## config.mk

```make
export PLATFORM = sky130hd
export DESIGN_NAME = geofence_tx
export DESIGN_NICKNAME = d
export VERILOG_FILES = /design/src/rtl/geofence_pkg.sv /design/src/rtl/isqrt_seq.sv /design/src/rtl/geofence_tx.sv
export SDC_FILE = /design/constraint.sdc
export NUM_CORES = 1
export LEC_CHECK = 0
export ABC_AREA = 1
export BUFFER_PORTS_ARGS = -buffer_cell sky130_fd_sc_hd__buf_4
export CORE_UTILIZATION = 40
export CTS_BUF_LIST = sky130_fd_sc_hd__clkbuf_8 sky130_fd_sc_hd__clkbuf_16
export DETAILED_ROUTE_END_ITERATION = 10
export PLACE_DENSITY = 0.56
export SKIP_LAST_GASP = 1
export SYNTH_ARGS = -nofsm -noshare
export SYNTH_HDL_FRONTEND = slang
export SYNTH_SLANG_ARGS = --single-unit
```

## constraint.sdc

```tcl
create_clock -name clk -period 10.1 [get_ports clk]
set_input_delay 1.515 -clock clk [delete_from_list [all_inputs] [get_ports clk]]
set_output_delay 1.515 -clock clk [all_outputs]
set_load 0.01 [all_outputs]
```

## src/rtl/geofence_pkg.sv

```systemverilog
// Shared widths and FSM state type for the geofence transmitter and its sqrt engine.
package geofence_pkg;

   localparam int unsigned COORD_W  = 10;
   localparam int unsigned DIST_W   = 11;
   localparam int unsigned SQ_W     = 21;
   localparam int unsigned N_ANCHOR = 6;

   localparam logic [2:0] IDX_OBJECT  = 3'd6;
   localparam logic [2:0] LAST_ANCHOR = 3'd5;

   typedef enum logic [2:0] {
      StIdle,
      StSq,
      StRoot,
      StArmed,
      StSend,
      StWaitRes
   } state_e;

endpackage

```

## src/rtl/isqrt_seq.sv

```systemverilog
// Restoring bitwise integer square root, one root bit per cycle.
// The first bit is resolved on the start edge, so done pulses 11 cycles after start.
module isqrt_seq
   import geofence_pkg::*;
(
   input  logic              clk,
   input  logic              reset,
   input  logic              start,
   input  logic [SQ_W-1:0]   value,
   output logic [DIST_W-1:0] root,
   output logic [DIST_W:0]   remainder,
   output logic              done
);

   localparam int unsigned RAD_W     = SQ_W + 1;
   localparam int unsigned TRY_W     = DIST_W + 3;
   localparam logic [3:0]  LAST_ITER = 4'(DIST_W - 1);

   logic [RAD_W-1:0]  rad_q, rad_src;
   logic [DIST_W-1:0] root_q, root_src, root_nxt;
   logic [DIST_W:0]   rem_q, rem_src, rem_nxt;
   logic [TRY_W-1:0]  rem_try, trial;
   logic [3:0]        cnt_q;
   logic              active_q, done_q, ge;

   always_comb begin
      rad_src  = start ? {1'b0, value} : rad_q;
      root_src = start ? '0 : root_q;
      rem_src  = start ? '0 : rem_q;
      rem_try  = {rem_src, rad_src[RAD_W-1 -: 2]};
      trial    = {1'b0, root_src, 2'b01};
      ge       = (rem_try >= trial);
      root_nxt = {root_src[DIST_W-2:0], ge};
      // The remainder never exceeds 2*root, so the low bits of the difference suffice.
      rem_nxt  = ge ? (rem_try[DIST_W:0] - trial[DIST_W:0]) : rem_try[DIST_W:0];
   end

   always_ff @(posedge clk) begin
      if (!reset) begin
         rad_q    <= '0;
         root_q   <= '0;
         rem_q    <= '0;
         cnt_q    <= '0;
         active_q <= 1'b0;
         done_q   <= 1'b0;
      end else begin
         done_q <= 1'b0;
         if (start || active_q) begin
            rad_q    <= {rad_src[RAD_W-3:0], 2'b00};
            root_q   <= root_nxt;
            rem_q    <= rem_nxt;
            cnt_q    <= start ? 4'd1 : cnt_q + 4'd1;
            active_q <= 1'b1;
            if (!start && cnt_q == LAST_ITER) begin
               active_q <= 1'b0;
               done_q   <= 1'b1;
            end
         end
      end
   end

   assign root      = root_q;
   assign remainder = rem_q;
   assign done      = done_q;

endmodule

```

## src/rtl/geofence_tx.sv

```systemverilog
// Host-loaded transmitter that computes anchor distances and streams X/Y/R to the evaluator.
// Define GEOFENCE_TX_ROUND_EN to round R to nearest instead of truncating.
module geofence_tx
   import geofence_pkg::*;
(
   input  logic               clk,
   input  logic               reset,
   input  logic               wr_en,
   input  logic [2:0]         wr_idx,
   input  logic [COORD_W-1:0] wr_x,
   input  logic [COORD_W-1:0] wr_y,
   input  logic               start,
   output logic               busy,
   output logic [COORD_W-1:0] X,
   output logic [COORD_W-1:0] Y,
   output logic [DIST_W-1:0]  R,
   input  logic               fence_valid,
   input  logic               fence_is_inside,
   output logic               result_valid,
   output logic               result_inside
);

`ifdef GEOFENCE_TX_ROUND_EN
   localparam bit RoundEn = 1'b1;
`else
   localparam bit RoundEn = 1'b0;
`endif

   state_e             state_q;
   logic [COORD_W-1:0] ax_q [N_ANCHOR];
   logic [COORD_W-1:0] ay_q [N_ANCHOR];
   logic [DIST_W-1:0]  r_q  [N_ANCHOR];
   logic [COORD_W-1:0] ox_q, oy_q;
   logic [2:0]         k_q, slot_q;

   logic [COORD_W-1:0]   dx, dy;
   logic [2*COORD_W-1:0] dx2, dy2;
   logic [SQ_W-1:0]      sq;
   logic                 sqrt_start, sqrt_done, round_up;
   logic [DIST_W-1:0]    root, root_final;
   logic [DIST_W:0]      remainder;

   always_comb begin
      dx  = (ax_q[k_q] >= ox_q) ? ax_q[k_q] - ox_q : ox_q - ax_q[k_q];
      dy  = (ay_q[k_q] >= oy_q) ? ay_q[k_q] - oy_q : oy_q - ay_q[k_q];
      dx2 = {{COORD_W{1'b0}}, dx} * {{COORD_W{1'b0}}, dx};
      dy2 = {{COORD_W{1'b0}}, dy} * {{COORD_W{1'b0}}, dy};
      sq  = {1'b0, dx2} + {1'b0, dy2};
   end

   assign sqrt_start = (state_q == StSq);
   // remainder > root is exactly sq > root^2 + root, i.e. the fractional part is at least one half.
   assign round_up   = RoundEn && (remainder > {1'b0, root});
   assign root_final = root + {{(DIST_W-1){1'b0}}, round_up};

   isqrt_seq u_isqrt (
      .clk       (clk),
      .reset     (reset),
      .start     (sqrt_start),
      .value     (sq),
      .root      (root),
      .remainder (remainder),
      .done      (sqrt_done)
   );

   always_ff @(posedge clk) begin
      if (!reset) begin
         state_q       <= StIdle;
         k_q           <= '0;
         slot_q        <= '0;
         ox_q          <= '0;
         oy_q          <= '0;
         X             <= '0;
         Y             <= '0;
         R             <= '0;
         busy          <= 1'b0;
         result_valid  <= 1'b0;
         result_inside <= 1'b0;
         for (int i = 0; i < N_ANCHOR; i++) begin
            ax_q[i] <= '0;
            ay_q[i] <= '0;
            r_q[i]  <= '0;
         end
      end else begin
         result_valid <= 1'b0;
         unique case (state_q)
            StIdle: begin
               if (wr_en) begin
                  if (wr_idx == IDX_OBJECT) begin
                     ox_q <= wr_x;
                     oy_q <= wr_y;
                  end else if (wr_idx < IDX_OBJECT) begin
                     ax_q[wr_idx] <= wr_x;
                     ay_q[wr_idx] <= wr_y;
                  end
               end
               if (start) begin
                  k_q     <= '0;
                  busy    <= 1'b1;
                  state_q <= StSq;
               end
            end
            StSq: state_q <= StRoot;
            StRoot: begin
               if (sqrt_done) begin
                  r_q[k_q] <= root_final;
                  if (k_q == LAST_ANCHOR) begin
                     state_q <= StArmed;
                  end else begin
                     k_q     <= k_q + 3'd1;
                     state_q <= StSq;
                  end
               end
            end
            StArmed: begin
               // Slot 0 goes out on the valid edge itself so it is on the bus in window cycle 0.
               if (fence_valid) begin
                  X       <= ax_q[0];
                  Y       <= ay_q[0];
                  R       <= r_q[0];
                  slot_q  <= 3'd1;
                  state_q <= StSend;
               end
            end
            StSend: begin
               if (slot_q == 3'(N_ANCHOR)) begin
                  X       <= '0;
                  Y       <= '0;
                  R       <= '0;
                  state_q <= StWaitRes;
               end else begin
                  X      <= ax_q[slot_q];
                  Y      <= ay_q[slot_q];
                  R      <= r_q[slot_q];
                  slot_q <= slot_q + 3'd1;
               end
            end
            StWaitRes: begin
               if (fence_valid) begin
                  result_inside <= fence_is_inside;
                  result_valid  <= 1'b1;
                  busy          <= 1'b0;
                  state_q       <= StIdle;
               end
            end
            default: state_q <= StIdle;
         endcase
      end
   end

endmodule

```

## Word-level counts from Yosys, hierarchy flattened

Memories as Yosys holds them, arrays and structs flattened. A register that Yosys moved wholly into a read port is not among the register bits.
Index checks and enable logic that the tools add are counted.

- Register bits after elaboration: 112
- RAM bits: 186
- Input bits: 29
- Output and inout bits: 34
- Logic and storage cells: 136
- Memories: 3

Memory list:

| memory | words | bits a word | read ports | clocked after Yosys merged registers in | write ports | line | source |
|---|---|---|---|---|---|---|---|
| r_q | 6 | 11 | 2 | 1 | 6 | geofence_tx.sv:32 | `logic [DIST_W-1:0] r_q [N_ANCHOR];` |
| ax_q | 6 | 10 | 3 | 2 | 6 | geofence_tx.sv:30 | `logic [COORD_W-1:0] ax_q [N_ANCHOR];` |
| ay_q | 6 | 10 | 3 | 2 | 6 | geofence_tx.sv:31 | `logic [COORD_W-1:0] ay_q [N_ANCHOR];` |

- $add $sub $neg: 9
- Multipliers: 2
- Magnitude comparators: 4
- Eq/ne operators: 16
- Multiplexer cells: 66
- Reductions and logical operators: 19

Operators by type and width:

| operator | count |
|---|---|
| two-way mux 10 bit | 8 |
| two-way mux 3 bit | 23 |
| two-way mux 11 bit | 4 |
| multiplier 10 x 10 -> 20 bit | 2 |
| case mux 10 bit (2 select lines) | 2 |
| subtractor 10 bit | 4 |
| two-way mux 12 bit | 2 |
| two-way mux 22 bit | 1 |
| case mux 11 bit (2 select lines) | 1 |
| adder 20 x 20 -> 21 bit | 1 |
| greater-or-equal comparator 10 bit | 2 |
| OR reduction 10 bit | 2 |
| two-way mux 1 bit | 19 |
| case mux 3 bit (6 select lines) | 1 |
| equality test 3 bit, second input constant | 5 |
| greater-or-equal comparator 14 x 13 -> 1 bit | 1 |
| != test 2 bit, second input constant | 6 |
| case mux 3 bit (2 select lines) | 2 |
| subtractor 12 bit | 1 |
| OR reduction 11 bit | 1 |
| AND reduction 3 bit | 3 |
| AND reduction 2 bit | 4 |
| adder 3 x 1 -> 3 bit, second input constant | 2 |
| equality test 3 x 2 -> 1 bit, second input constant | 2 |
| other kinds (15) | 17 |

## Logic depth before layout (Yosys ltp)

- Depth after elaboration: 9
- Depth in mapped cells: 55
- Gate-level depth less buffers: 54

## By module

From an unflattened synthesis, not the netlist that was laid out.

- Cells, all modules: 3122
- Area total of the unflattened synthesis: 25727.2 um^2

Modules (own cells, without submodules):

| module | instances | cells an instance | area an instance (um^2) | sequential area each (um^2) |
|---|---|---|---|---|
| geofence_tx | 1 | 2698 | 22850.7 | 8828.5 |
| isqrt_seq | 1 | 424 | 2876.5 | 980.9 |

## Worst setup path after synthesis

OpenSTA, ideal clock, no wires.

- Path kind: reg-to-reg
- Start point: reg with a tool-made name
- End point: reg u_isqrt.rem_q[2], in the netlist u_isqrt.remainder[2]
- Setup time: 0.114 ns
- Arrival time: 9.032 ns
- Required time: 9.986 ns
- Setup slack: 0.954 ns
- Stages on the path, launching flop included: 50
- Path buffers: 5
- Clock period less this slack: 9.146 ns
- Cells stage by stage: dfxtp_1 > clkbuf_1 > buf_1 > a21oi_1 > o21ai_0 > o21ai_0 > nand2_1 > o21ai_0 > ha_1 > buf_6 > a21oi_4 > o21ai_2 > a221oi_2 > nand3_2 > buf_6 > o21a_1 > inv_1 > nor2_1 > [... 14 more ...] > nand3_1 > nand3_1 > nand2_1 > nand2_1 > nand2_1 > nand3_1 > and2_1 > inv_1 > ha_1 > o21ai_1 > a21oi_1 > o31ai_1 > nand2_1 > nand3_2 > buf_4 > o21ai_0 > o21bai_1 > inv_1

RTL lines:

| what | line | source |
|---|---|---|
| to (signal assigned) | isqrt_seq.sv:51 | `rem_q <= rem_nxt;` |
| to (decl) | isqrt_seq.sv:21 | `logic [DIST_W:0] rem_q, rem_src, rem_nxt;` |

==> reports/metrics.yaml <==
status:
  status: "complete, no violations"
yosys:
  async_flop_share_pct: 0
  dominantRegCellSynth: "edfxtp_1"
  ys_ff_latch: 366
  syn_inst: 2918
  synthMuxAreaShare_pct: 0.441
  syn_area_per_cell_um2: 8.56
  syn_area_um2: 25000
  yosysSeqAreaShare_pct: 39.3
  synth_top_family_by_area: "adder cells"
  yosysWarnings: 0
  yosys.area_share.adder_pct: 17.9
  synth-edff-count: 248
  synth-compound-area-share_pct: 17.7
  synth-simple-area-share_pct: 12.9
  synth.distinct_cells: 57
  synth-xor-area-share_pct: 2.10
min_path:
  hold_start: "u_isqrt.rad_q[17]$_SDFFE_PN0N_"
  min_path_type: "register to register"
  min_to: "u_isqrt.rad_q[17]$_SDFFE_PN0N_"
  worstHoldPathCells: 2
global_route:
  grt_start_max_net_pins: 102
  grt_pass1_wl_um: 111000
  grt_pass1_vias: 19903
  antenna_found_initial: 0
  grt-ovfl-total: 0
  grt_usage_pct: 22.4
setup_path:
  crit_path_top_delay_cell: "fa_1"
  cp.required_ns: 10.56
  cp_common_cell: "nand2_1"
  r2r_setup_slack_ns: 0.48
  end_kind: "register"
  cp_max_fo: 20
  worstPathArrival_ns: 10.07
  startpoint_type: "register"
  reg2regPathDepth: 49
  r2r_end: "u_isqrt.remainder[8]$_SDFFE_PN0N_"
  critPathKind: "register to register"
  worst_path_largest_cell_delay_ns: 0.59
detailed_routing:
  wl_per_cell_um: 18.8
  vias: 20472
  drt_iter0_drc: 1631
  avgViaCountPerCell: 5.30
  drcViolationCount: 0
  wl_um: 72600
  firstDrtPassIters: 6
  antenna_left: 0
clocking:
  path_clk_slew_ns: 0.06
  cts.sinks: 366
  cts_inserted_buffers: 40
  clk_latency_ns: 0.56
  cts_tree: "done"
  cts_max_path_buffers: 3
  ctsHoldBuffers: 0
  root_buffer: "clkbuf_16"
  cts-htree-levels: 2
cells_and_area:
  antenna-diode-count: 0
  syn_to_final_growth_pct: 13.5
  nets: 3299
  fillers: 5998
  finalCoreUtilization_pct: 45.9
  drive_gt1_share_pct: 10.0
placed_design:
  dp_hpwl_um: 50700
  place.gp.congestion: 0.952
  io_buffers: 62
sta:
  fin_crit_sh_pct: 95.2
  skew_ns: 0.0369
  finalSetupViolCount: 0
  drv_slew: 0
  slew_headroom_pct: 15.5
  fmax_mhz: 104
  finalHoldViolCount: 0
  worstMarginPinSlew_ns: 1.26
  fin_tns_setup_ns: 0
  period_needed_ns: 9.62
die:
  die_h_um: 252
  num_rows: 91
  die_area_um2: 63500
  initial_core_util_pct: 40.5
  ioPinCount: 63
  die_w_um: 252
  coreArea_um2: 61700
run:
  cap_violations: 0
==> per-stage QoR <==
| stage | hold slack [ns] | instance area, µm² | cells | worst slack, ns |
|---|---|---|---|---|
| after floorplan | 0.426 | 25100 | 2957 | 0.954 |
| after global placement | 0.441 | 26600 | 3774 | 0.244 |
| after detailed placement | 0.442 | 26600 | 3774 | 0.0724 |
| after CTS | 0.458 | 28000 | 3848 | 0.0896 |
| after global routing | 0.474 | 28400 | 3862 | -0.0415 |
| final | 0.452 | 28400 | 3862 | 0.481 |
==> per-layer routing <==
metal	wire length [µm]	global-route usage, %	vias to the layer above
met1	32700	31.3	9909
met3	4420	2.36	122
met5	0	0	-
li1	-	-	9727
met4	1770	6.06	0
met2	33700	36.7	714
==> registers in the layout, indices dropped and copies added, names as in the netlist, 4 cells and up, named ones only <==
signal and flops:
ax_q 80, u_isqrt.cnt_q 4, Y 10, r_q 88, u_isqrt.rad_q 20, R 11, ox_q 10, oy_q 10
X 10, u_isqrt.root 11, ay_q 80, u_isqrt.remainder 12
==> cell usage in the layout (no fill, tap or decap), types with 12 or more instances in the layout <==
cell type	n
o21ai_0	397
edfxtp_1	248
ha_1	134
nor2_1	417
nand2_1	265
xor2_1	44
a21oi_1	207
clkbuf_16	45
inv_1	474
inv_2	12
dfxtp_1	113
buf_4	130
nor2_2	13
o211ai_1	55
nand3_1	42
fa_1	134
xnor2_1	14
conb_1	40
nor3_1	18
o221ai_1	12
o21ai_1	21
==> final cells by class <==
class | instances | area (µm²) | share of cell area, %
repair buffers | 141 | 1200 | 4.24
multi-input cells | 1969 | 13100 | 46.3
well taps | 837 | 1050 | 3.69
flip-flops and latches | 366 | 9830 | 34.7
clock inverters | 25 | 215 | 0.759
clock buffers | 49 | 1150 | 4.05
inverters | 475 | 1790 | 6.31
==> worst max-delay path: cells and delay by family, from the launching register on <==
family          cells  cell delay, ns
compound gates      8            1.30
fa+ha+maj          10            4.19
buf+inv            12            1.39
flops               1            0.47
simple gates       19            2.17
==> Yosys cell counts (14+ instances only) <==
library cell  count  area share, %
nor2_1          429            6.4
ha_1            142            7.1
nand2_1         267            4.0
nor3_1           19           0.38
buf_1            14           0.21
edfxtp_1        248             30
inv_1           462            6.9
clkbuf_1        114            1.7
nand3_1          43           0.86
xnor2_1          14           0.49
fa_1            135             11
o211ai_1         55            1.7
o21ai_0         416            8.3
xor2_1           44            1.5
a21oi_1         209            4.2
dfxtp_1         118            9.5
==> kinds of logic after synthesis <==
| kind of cell | count (synthesis) |
|---|---|
| AO/OA/AOI/OAI | 781 |
| XOR/XNOR | 59 |
| adder cells (fa/ha/maj) | 277 |
| buffers and inverters | 623 |
| flip-flops | 366 |
| multiplexers | 11 |
| other | 1 |
| AND/OR/NAND/NOR | 800 |
==> timing repair <==
item	4_1_cts	5_1_grt
setup buffers	0	10
endpoints found under the hold margin	0	0
gates resized for setup	0	72
endpoints found under the setup margin	0	13
==> worst max path at each step <==
| stage | cells after the start | end | slack (ns) | from |
|---|---|---|---|---|
| 2_1_floorplan | 49 | u_isqrt.remainder[2]$_SDFFE_PN0N_ | 0.95 | register |
| 3_3_place_gp | 46 | u_isqrt.remainder[1]$_SDFFE_PN0N_ | 0.24 | register |
| 3_5_place_dp | 47 | u_isqrt.remainder[5]$_SDFFE_PN0N_ | 0.07 | register |
| 4_1_cts | 47 | u_isqrt.remainder[1]$_SDFFE_PN0N_ | 0.09 | register |
| 5_1_grt | 51 | u_isqrt.remainder[4]$_SDFFE_PN0N_ | -0.04 | register |
| 6_report | 49 | u_isqrt.remainder[8]$_SDFFE_PN0N_ | 0.48 | register |
Power is not shown: default switching activity piles up to over one toggle a cycle in this logic, so the estimate is an artifact.
